==> src/rtl/key_pulse_conditioner.sv <==
// Pushbutton input stage: synchronise, debounce, one pulse per press,
// optional auto-repeat while held, saturating press counter.
module key_pulse_conditioner #(
   parameter int SYNC_STAGES     = 2,
   parameter int DEBOUNCE_CYCLES = 1000000,
   parameter int REPEAT_DELAY    = 25000000,
   parameter int REPEAT_PERIOD   = 5000000,
   parameter int CNT_W           = 25
) (
   input  logic       clk,
   input  logic       rst_n,
   input  logic       key_n,
   input  logic       repeat_en,
   output logic       key_level,
   output logic       key_pulse,
   output logic [7:0] press_count
);

   typedef enum logic [2:0] {
      IDLE,
      PRESS_CHK,
      HELD,
      REPEAT,
      REL_CHK
   } state_t;

   localparam logic [CNT_W-1:0] DB_LAST = CNT_W'(DEBOUNCE_CYCLES - 1);
   localparam logic [CNT_W-1:0] RD_LAST = CNT_W'(REPEAT_DELAY - 1);
   localparam logic [CNT_W-1:0] RP_LAST = CNT_W'(REPEAT_PERIOD - 1);

   logic [SYNC_STAGES-1:0] sync_q;
   logic                   key_s;
   state_t                 state_q;
   state_t                 state_d;
   logic [CNT_W-1:0]       timer_q;
   logic                   reload_d;
   logic                   pulse_d;
   logic                   fire_d;
   logic                   level_d;

   // Released key reads as 1, so reset the synchroniser to the idle level.
   always_ff @(posedge clk or negedge rst_n) begin
      if (!rst_n) begin
         sync_q <= '1;
      end else begin
         sync_q <= {sync_q[SYNC_STAGES-2:0], key_n};
      end
   end

   assign key_s = sync_q[SYNC_STAGES-1];

   always_comb begin
      state_d  = state_q;
      reload_d = 1'b0;
      pulse_d  = 1'b0;
      unique case (state_q)
         IDLE: begin
            if (!key_s) state_d = PRESS_CHK;
         end
         PRESS_CHK: begin
            if (key_s) begin
               state_d = IDLE;
            end else if (timer_q == DB_LAST) begin
               state_d = HELD;
               pulse_d = 1'b1;
            end
         end
         HELD: begin
            if (key_s) begin
               state_d = REL_CHK;
            end else if (repeat_en && timer_q == RD_LAST) begin
               state_d = REPEAT;
               pulse_d = 1'b1;
            end
         end
         REPEAT: begin
            if (key_s) begin
               state_d = REL_CHK;
            end else if (!repeat_en) begin
               state_d = HELD;
            end else if (timer_q == RP_LAST) begin
               reload_d = 1'b1;
               pulse_d  = 1'b1;
            end
         end
         REL_CHK: begin
            if (!key_s) begin
               state_d = HELD;
            end else if (timer_q == DB_LAST) begin
               state_d = IDLE;
            end
         end
         default: state_d = IDLE;
      endcase
   end

   // Guard keeps the strobe one cycle wide even with 1-cycle timings.
   assign fire_d  = pulse_d && !key_pulse;
   assign level_d = (state_d == HELD) || (state_d == REPEAT) ||
                    (state_d == REL_CHK);

   always_ff @(posedge clk or negedge rst_n) begin
      if (!rst_n) begin
         state_q <= IDLE;
         timer_q <= '0;
      end else begin
         state_q <= state_d;
         if (reload_d || state_d != state_q) begin
            timer_q <= '0;
         end else if (timer_q != '1) begin
            timer_q <= timer_q + 1'b1;
         end
      end
   end

   always_ff @(posedge clk or negedge rst_n) begin
      if (!rst_n) begin
         key_level   <= 1'b0;
         key_pulse   <= 1'b0;
         press_count <= '0;
      end else begin
         key_level <= level_d;
         key_pulse <= fire_d;
         if (fire_d && press_count != 8'hFF) begin
            press_count <= press_count + 8'd1;
         end
      end
   end

endmodule
==> config.mk <==
export PLATFORM = sky130hd
export DESIGN_NAME = key_pulse_conditioner
export DESIGN_NICKNAME = d
export VERILOG_FILES = /design/src/rtl/key_pulse_conditioner.sv
export SDC_FILE = /design/constraint.sdc
export NUM_CORES = 1
export LEC_CHECK = 0
export ABC_AREA = 0
export CELL_PAD_IN_SITES_DETAIL_PLACEMENT = 0
export CELL_PAD_IN_SITES_GLOBAL_PLACEMENT = 2
export CORE_MARGIN = 2
export CORE_UTILIZATION = 38
export DETAILED_ROUTE_END_ITERATION = 8
export PLACE_DENSITY = 0.78
export SETUP_SLACK_MARGIN = 0.02
export SLEW_MARGIN = 20
export SYNTH_ARGS = -nofsm -noshare
export SYNTH_HDL_FRONTEND = slang
export SYNTH_SLANG_ARGS = --single-unit
==> constraint.sdc <==
create_clock -name clk -period 2.8 [get_ports clk]
set_input_delay 0.84 -clock clk [delete_from_list [all_inputs] [get_ports clk]]
set_output_delay 0.84 -clock clk [all_outputs]
set_load 0.005 [all_outputs]
**After elaboration in Yosys (flattened, before gate mapping)**

Cells that the tools add are included.

- Equal/unequal tests: 13
- $add $sub $neg: 2
- Reduce and logical (&&, ||, !) cells: 9
- Mux-type cells: 21

Operators by type and width:

| operator | count |
|---|---|
| $mux 25 | 2 |
| $mux 3 | 9 |
| $add 25x1->25 const B | 1 |
| $eq 25x20->1 const B | 1 |
| $eq 25x23->1 const B | 1 |
| $eq 25x25->1 const B | 1 |
| $ne 25x25->1 const B | 1 |
| $pmux 3 s5 | 1 |
| $eq 3x2->1 const B | 4 |
| $add 8x1->8 const B | 1 |
| $mux 1 | 8 |
| $ne 8x8->1 const B | 1 |
| $eq 3x3->1 const B | 2 |
| $eq 3x1->1 const B | 1 |
| $logic_and 1x1->1 | 3 |
| $logic_not 3->1 | 1 |
| $logic_or 1x1->1 | 3 |
| $ne 3x3->1 | 1 |
| $pmux 1 s3 | 1 |
| $reduce_bool 2->1 | 1 |
| $logic_not 1->1 | 1 |

- Register bits: 40
- Input port bits: 4
- Output and inout bits: 10
- Word-level logic and storage cells: 51

**Logic depth before layout (Yosys ltp)**

Gate-level depths: netlist of the first run.

- Depth after elaboration: 8
- Mapped depth: 9
- Depth with buffers taken out: 7

**Worst setup path before layout of the first run**

No wires, ideal clock.

- Path kind: input to register
- Start point: input repeat_en
- End point: register press_count[1]
- Path buffers: 1
- Required time: 2.672 ns
- Arrival time: 2.210 ns
- Cell stages on the path: 7
- Path slack: 0.462 ns
- Setup time: 0.128 ns
- Cells stage by stage: and4b_1 > and4_1 > buf_2 > nand3_1 > a21o_4 > a21oi_1 > mux2_1

- Longest elaborated chain between the ends: 6
- Elaborated cells on any way between the ends: 8
- Classes of those cells: mux (5); reduce/logical (3)

Ends and longest elaborated chain:

| what | RTL line | RTL |
|---|---|---|
| start, declared | 13 | `input logic repeat_en,` |
| $logic_and 1x1->1 | 71 | `end else if (repeat_en && timer_q == RD_LAST) begin` |
| $mux 1 | 71 |  |
| $mux 1 | 69 | `if (key_s) begin` |
| $pmux 1 s3 (*) | 56 | `unique case (state_q)` |
| $logic_and 1x1->1 (*) | 98 | `assign fire_d = pulse_d && !key_pulse;` |
| $logic_and 1x1->1 (*) | 124 | `if (fire_d && press_count != 8'hFF) begin` |
| end signal, assigned | 125 | `press_count <= press_count + 8'd1;` |
| end, declared | 16 | `output logic [7:0] press_count` |

Every way passes the cells marked *; elsewhere a longest branch is shown, timed or not.
A chain may end at the register's enable or synchronous reset.

**Worst setup path in the final report of the first run**

Ends and elaborated chain as after synthesis.

==> run metrics, run 1 <==
fraction of layout cells with a size suffix above 1 11.81%; predominant post-synthesis flop cell dfrtp_1; clk_lat worst skew ~0.30 ns; CTS tree done; worst slack, placed -0.07188 ns; synthesis-stage register bit count 40; Critical Path RT 2.98 ns; # DRC 0; post-synth cell types 52; first-pass GRT wire length 8390 um; CTS root buffer clkbuf_8; crit path capture type flip-flop; Post-CTS Resized 0; drt pass-1 iters 4; Fin Clk Skew between 0.004 and 0.005 ns; Worst Max-Slew Pin Slew 0.5754 ns; worst reg2reg setup slack 0.43 ns; TritonCTS Sinks 40; Mean Syn Cell Area approximately 9.6 sq um; LEAKAGE around 1.1 nW; Layout area overhead 17.56%; initial antenna violation count 0; Hold Path Origin sync_q[0]$_DFF_PN1_; Detailed Route WL 5024 um; starting density of the core 38.83%; Peak VDD IR 217.7 uV; Total GRT Usage about 17%; largest fanout on the critical path 7; placed insts 321; crit share post-route 90.76%; R2R Path Start state_q[1]$_DFF_PN0_; FFs w/ async S/R, synth 100.0%; Max Cap Viol 0; Num CTS Buffers 5; Post-CTS Setup Inserts 0; vias in the first global route 1698; commonest non-fill, non-tap cells in the layout dfrtp_1, nor2_1, xor2_1; relative slew slack 61.28%; grt ovf 0; Die X 81.09 um; post-synth top area share 42.11%; final cell count without fillers roughly 330; final hold slack around 0.37 ns; fin. max-slew vios 0; outcome completed; CP startpoint repeat_en; Min Clock Period, post-route 2.541 ns; Seq/Total Area, Yosys 44.43%; DRT antenna net count 0; final HPWL from detailed placement 3644 um; largest net degree at the start of global routing 26; Mapped Cells 236; Clock Tree Buf Depth 2; RePlAce Congestion 0.7603; total die area 6576 sq um; class of the worst hold path reg2reg; initial drt markers 40; DR vias roughly 1800; synth warn 0; Port Buffers 13; number of core rows 28; crit path kind in2reg; Worst setup SP type primary input; Net count, final 259; RSZ-0062 raised after global routing no; commonest non-fill, non-tap cell in the layout dfrtp_1; Core ar. ~5800 sq um; final worst-path setup slack 0.2586 ns; Area contributors post-synth dfrtp_1, xor2_1, nor2_1; count of flip-flops with a built-in enable after synthesis 0; Max Clk Rate 0.3935 GHz; Die Ht 81.09 um; cell area after synthesis 2258 sq um; routed length per placed instance 15.27 um; via-per-instance ratio 5.429; Ports 14; final setup violation count 0; CTS Hold Bufs 0; CP arrival 2.72 ns; H-tree Lvls 2; Net Count, Synth 242; final hold violations 0; antenna cells 0; top cell type by total area after synthesis dfrtp_1; pwr/cell area 494.7 nW/um^2; Worst-path clk slew about 0.08 ns
[critical path: stages]
cell             delay (ns)
clkdlybuf4s50_1        0.50
and4b_1                0.23
and4_1                 0.24
nand3_1                0.09
a21o_4                 0.28
a21oi_1                0.20
mux2_1                 0.34
[per-stage QoR]
step	power, mW	TNS [ns]	utilization [%]	cell area (sq um)
floorplan	0.6325	0	-	2258
global placement	0.6648	-0.07147	42.92	2496
detailed placement	0.6647	-0.09696	42.92	2496
CTS	1.333	0	45.65	2655
global route	1.369	0	45.65	2655
finish	1.313	0	45.65	2655
[cell families (layout without fill, tap and decap cells)]
kind of cell,after synthesis,count (layout),synth area share [%]
AND/OR/NAND/NOR,122,122,29.70
XOR/XNOR,28,28,10.86
multiplexers,3,3,1.440
AO/OA/AOI/OAI,27,27,9.585
buffers and inverters,14,32,2.881
adder cells (fa/ha/maj),2,2,1.108
flip-flops,40,40,44.43
[state kept, by name, summed over array words and instances, names as in the netlist]
register and cells:
press_count 8, key_level 1, key_pulse 1, timer_q 25, sync_q 2, state_q 3
[synth_stat cells (all sizes together) (2+ instances only)]
cell type   n
o211ai      2
xnor2      10
nand4       8
nor4        2
and3       11
inv         3
clkbuf      3
buf         8
nand2      18
nor3       11
xor2       18
a211oi      4
and4        6
o311a       2
mux2        2
and2        3
nor4b       4
nand3      15
dfrtp      38
or3         3
a21oi       5
dfstp       2
a31oi       2
ha          2
nor2       34
nand2b      2
[worst paths after layout]
kind	endpoint	depth (start not counted)
worst min register to register	sync_q[1]$_DFF_PN1_	0
worst max register to register	press_count[1]$_DFFE_PN0P_	6
worst min-delay path	sync_q[1]$_DFF_PN1_	0
min in group asynchronous	timer_q[8]$_DFFE_PN0P_	1
max in group asynchronous	sync_q[1]$_DFF_PN1_	2
worst max-delay path	press_count[1]$_DFFE_PN0P_	7
[layout make-up]
cell class	count	area, sq um
Sequential cell	40	1003
Timing Repair Buffer	21	197.7
Multi-Input combinational cell	182	1190
Tap cell	75	93.84
Inverter	3	11.26
Clock buffer	5	68.82
Clock inverter	3	90.09
Fill cell	598	3161
[power by group]
part	total, mW	leakage, nW	switching, mW	internal, mW
clock	0.662	0.0784	0.216	0.446
combinational	0.0573	0.460	0.0352	0.0222
sequential	0.595	0.516	0.00926	0.585
total	1.31	1.05	0.260	1.05
[routing by layer]
| layer | routed length (um) | up-vias | GRT usage, % | part of all wire, % |
|---|---|---|---|---|
| li1 | - | 882 | - | - |
| met1 | 2441 | 878 | 21.65 | 49 |
| met2 | 2397 | 20 | 28.35 | 48 |
| met3 | 127 | 6 | 4.000 | 2.5 |
| met4 | 58 | 0 | 5.085 | 1.2 |
| met5 | 0 | - | 0 | 0 |
Power figures use the tool's default switching activity.
==> inputs of run 2 (changes only) <==
--- a/config.mk
+++ b/config.mk
@@ -10,6 +10,7 @@
 export CELL_PAD_IN_SITES_GLOBAL_PLACEMENT = 2
 export CORE_MARGIN = 2
 export CORE_UTILIZATION = 38
+export CTS_CLUSTER_DIAMETER = 80
 export DETAILED_ROUTE_END_ITERATION = 8
 export PLACE_DENSITY = 0.78
 export SETUP_SLACK_MARGIN = 0.02
==> results of run 2 <==
The final DEF is identical to that of run 1; final timing and power are the same.
==> inputs of run 3 (changes only) <==
--- a/config.mk
+++ b/config.mk
@@ -12,7 +12,7 @@
 export CORE_UTILIZATION = 38
 export CTS_CLUSTER_DIAMETER = 80
 export DETAILED_ROUTE_END_ITERATION = 8
-export PLACE_DENSITY = 0.78
+export PLACE_DENSITY_LB_ADDON = 0.12
 export SETUP_SLACK_MARGIN = 0.02
 export SLEW_MARGIN = 20
 export SYNTH_ARGS = -nofsm -noshare
==> constraint.sdc (replaced) <==
create_clock -name clk -period 2.39 [get_ports clk]
set_input_delay 0.717 -clock clk [delete_from_list [all_inputs] [get_ports clk]]
set_output_delay 0.717 -clock clk [all_outputs]
set_load 0.005 [all_outputs]
==> run 3 against run 2 <==
Compared with the run above: design area increased by 2.5%; worst hold slack got worse by 0.0082 ns; cell count is 5.2% higher; largest cell class unchanged.
==> run metrics, run 3 (same netlist as run 1, synthesis figures left out) <==
clk_lat worst skew slightly below 0.3 ns; final hold violations 0; antenna cells 0; R2R Path Start timer_q[0]$_DFFE_PN0P_; starting density of the core 38.83%; worst path cell trace ha_1 -> and4_1 -> nand4_1 -> or3_1 -> and4_1 -> xnor2_1 -> nor2_1; RePlAce Congestion 0.7765; Ports 14; Power, Total 1.204 mW; Largest regs timer_q (25), press_count (8), state_q (3); H-tree Lvls 2; Max Clk Rate between 0.4 and 0.5 GHz; sequential cell fraction of total power between 50% and 60%; Fillers approximately 590; Crit path top cell by count and4_1; drt pass-1 iters 4; commonest non-fill, non-tap cells in the layout dfrtp_1, nor2_1, buf_4; LEAKAGE 1.112 nW; class of the worst hold path reg2reg; Pint 916.2 uW; initial antenna violation count 0; commonest non-fill, non-tap cell in the layout dfrtp_1; CP startpoint timer_q[0]$_DFFE_PN0P_; switching share of power 23.92%; Min Clock Period, post-route between 2 and 2.5 ns; max reg flops 25; Worst setup SP type flip-flop; number of core rows 28; Die Ht 81.09 um; final cell count without fillers 346; Worst-path clk slew 0.07 ns; final setup violation count 0; slowest stage delay, CP 0.57 ns; Layout area overhead 20.44%; Hold Path Origin sync_q[0]$_DFF_PN1_; setup TNS after final layout 0 ns; combinational power share 6.5%; Net count, final 277; Multi-input gate area 1207 sq um; CP arrival 2.33 ns; Clock power frac 35.8%; Num CTS Buffers 5; fraction of layout cells with a size suffix above 1 18.45%; worst slack, placed -0.3677 ns; # DRC 0; Port Buffers 13; DRT antenna net count 0; initial drt markers 36; grt ovf 0; crit path capture type flip-flop; Die X slightly above 80 um; RSZ-0062 raised after global routing no; first-pass GRT wire length 8783 um; CP max-delay cell or3_1; final HPWL from detailed placement 3711 um; DR vias 1822; Clock Tree Buf Depth 2; TritonCTS Sinks 40; crit share post-route 90.06%; Max Cap Viol 0; sequential cell area around 1000 sq um; via-per-instance ratio 5.266; routed length per placed instance 14.51 um; largest net degree at the start of global routing 24; Core ar. 5816 sq um; Critical Path RT between 2 and 3 ns; Detailed Route WL 5021 um; vias in the first global route around 1800; Most flops, register timer_q; placed insts 338; worst reg2reg setup slack around 0.24 ns; crit path kind reg2reg; total die area about 6600 sq um; final worst-path setup slack 0.2375 ns; outcome completed; largest fanout on the critical path 11; CTS root buffer clkbuf_8; fin. max-slew vios 0; net switching power 288.0 uW; CTS tree done; pwr/cell area 442.7 nW/um^2; Fin Clk Skew 0.008182 ns; relative slew slack 65.41%; Peak VDD IR 229.6 uV; Worst Max-Slew Pin Slew 0.5188 ns; Total GRT Usage 17.37%
## run 3: worst paths after layout
check                                               end  cells past startpoint
worst min-delay path                sync_q[1]$_DFF_PN1_                      0
worst max register to register   timer_q[3]$_DFFE_PN0P_                      7
max in group asynchronous       timer_q[23]$_DFFE_PN0P_                      2
min in group asynchronous       timer_q[10]$_DFFE_PN0P_                      1
worst min register to register      sync_q[1]$_DFF_PN1_                      0
worst max-delay path             timer_q[3]$_DFFE_PN0P_                      7
## run 3: worst max-delay path, delay by kind of cell (launching register included)
family                   cells  cell delay (ns)
AND/OR/NAND/NOR              5             1.36
XOR/XNOR                     1             0.13
flip-flops                   1             0.36
adder cells (fa/ha/maj)      1             0.20
## run 3: what timing repair did
item / CTS / global route
cloned: 0 / 0
gates resized for setup: 1 / 4
hold endpoints to repair: 0 / 0
pin swaps: 0 / 2
setup buffers: 0 / 1
hold buffers: 0 / 0
endpoints found under the setup margin: 1 / 6
## run 3: power groups by stage
stage	clock, mW	combinational, mW	sequential [mW]
6_report	0.432	0.0788	0.694
5_1_grt	0.480	0.0896	0.695
4_1_cts	0.452	0.0829	0.694
3_5_place_dp	0	0.0823	0.707
3_3_place_gp	0	0.0823	0.707
2_1_floorplan	0	0.0359	0.705
## run 3: final cells by class
type                       count  area share (%)
clock buffer                   5           2.530
clock inverter                 2          0.4600
inverter                       3          0.4140
multi-input combinational    182           44.39
sequential                    40           36.89
tap                           75           3.450
timing repair buffer          39           11.87
## run 3: stage by stage
step	hold WS [ns]	util (%)	area, sq um
6_report	0.3574	46.77	2720
4_1_cts	0.3576	46.36	2696
3_3_place_gp	0.3501	44.90	2611
3_5_place_dp	0.3470	44.90	2611
2_1_floorplan	0.3452	-	2258
5_1_grt	0.3659	46.77	2720
## run 3: routing by layer
metal | vias to the layer above | track usage (%) | wire length, um
li1 | 918 | - | -
met1 | 871 | 23.32 | 2483
met2 | 29 | 28.26 | 2341
met3 | 4 | 4.000 | 159
met4 | 0 | 4.576 | 37
met5 | - | 0 | 0
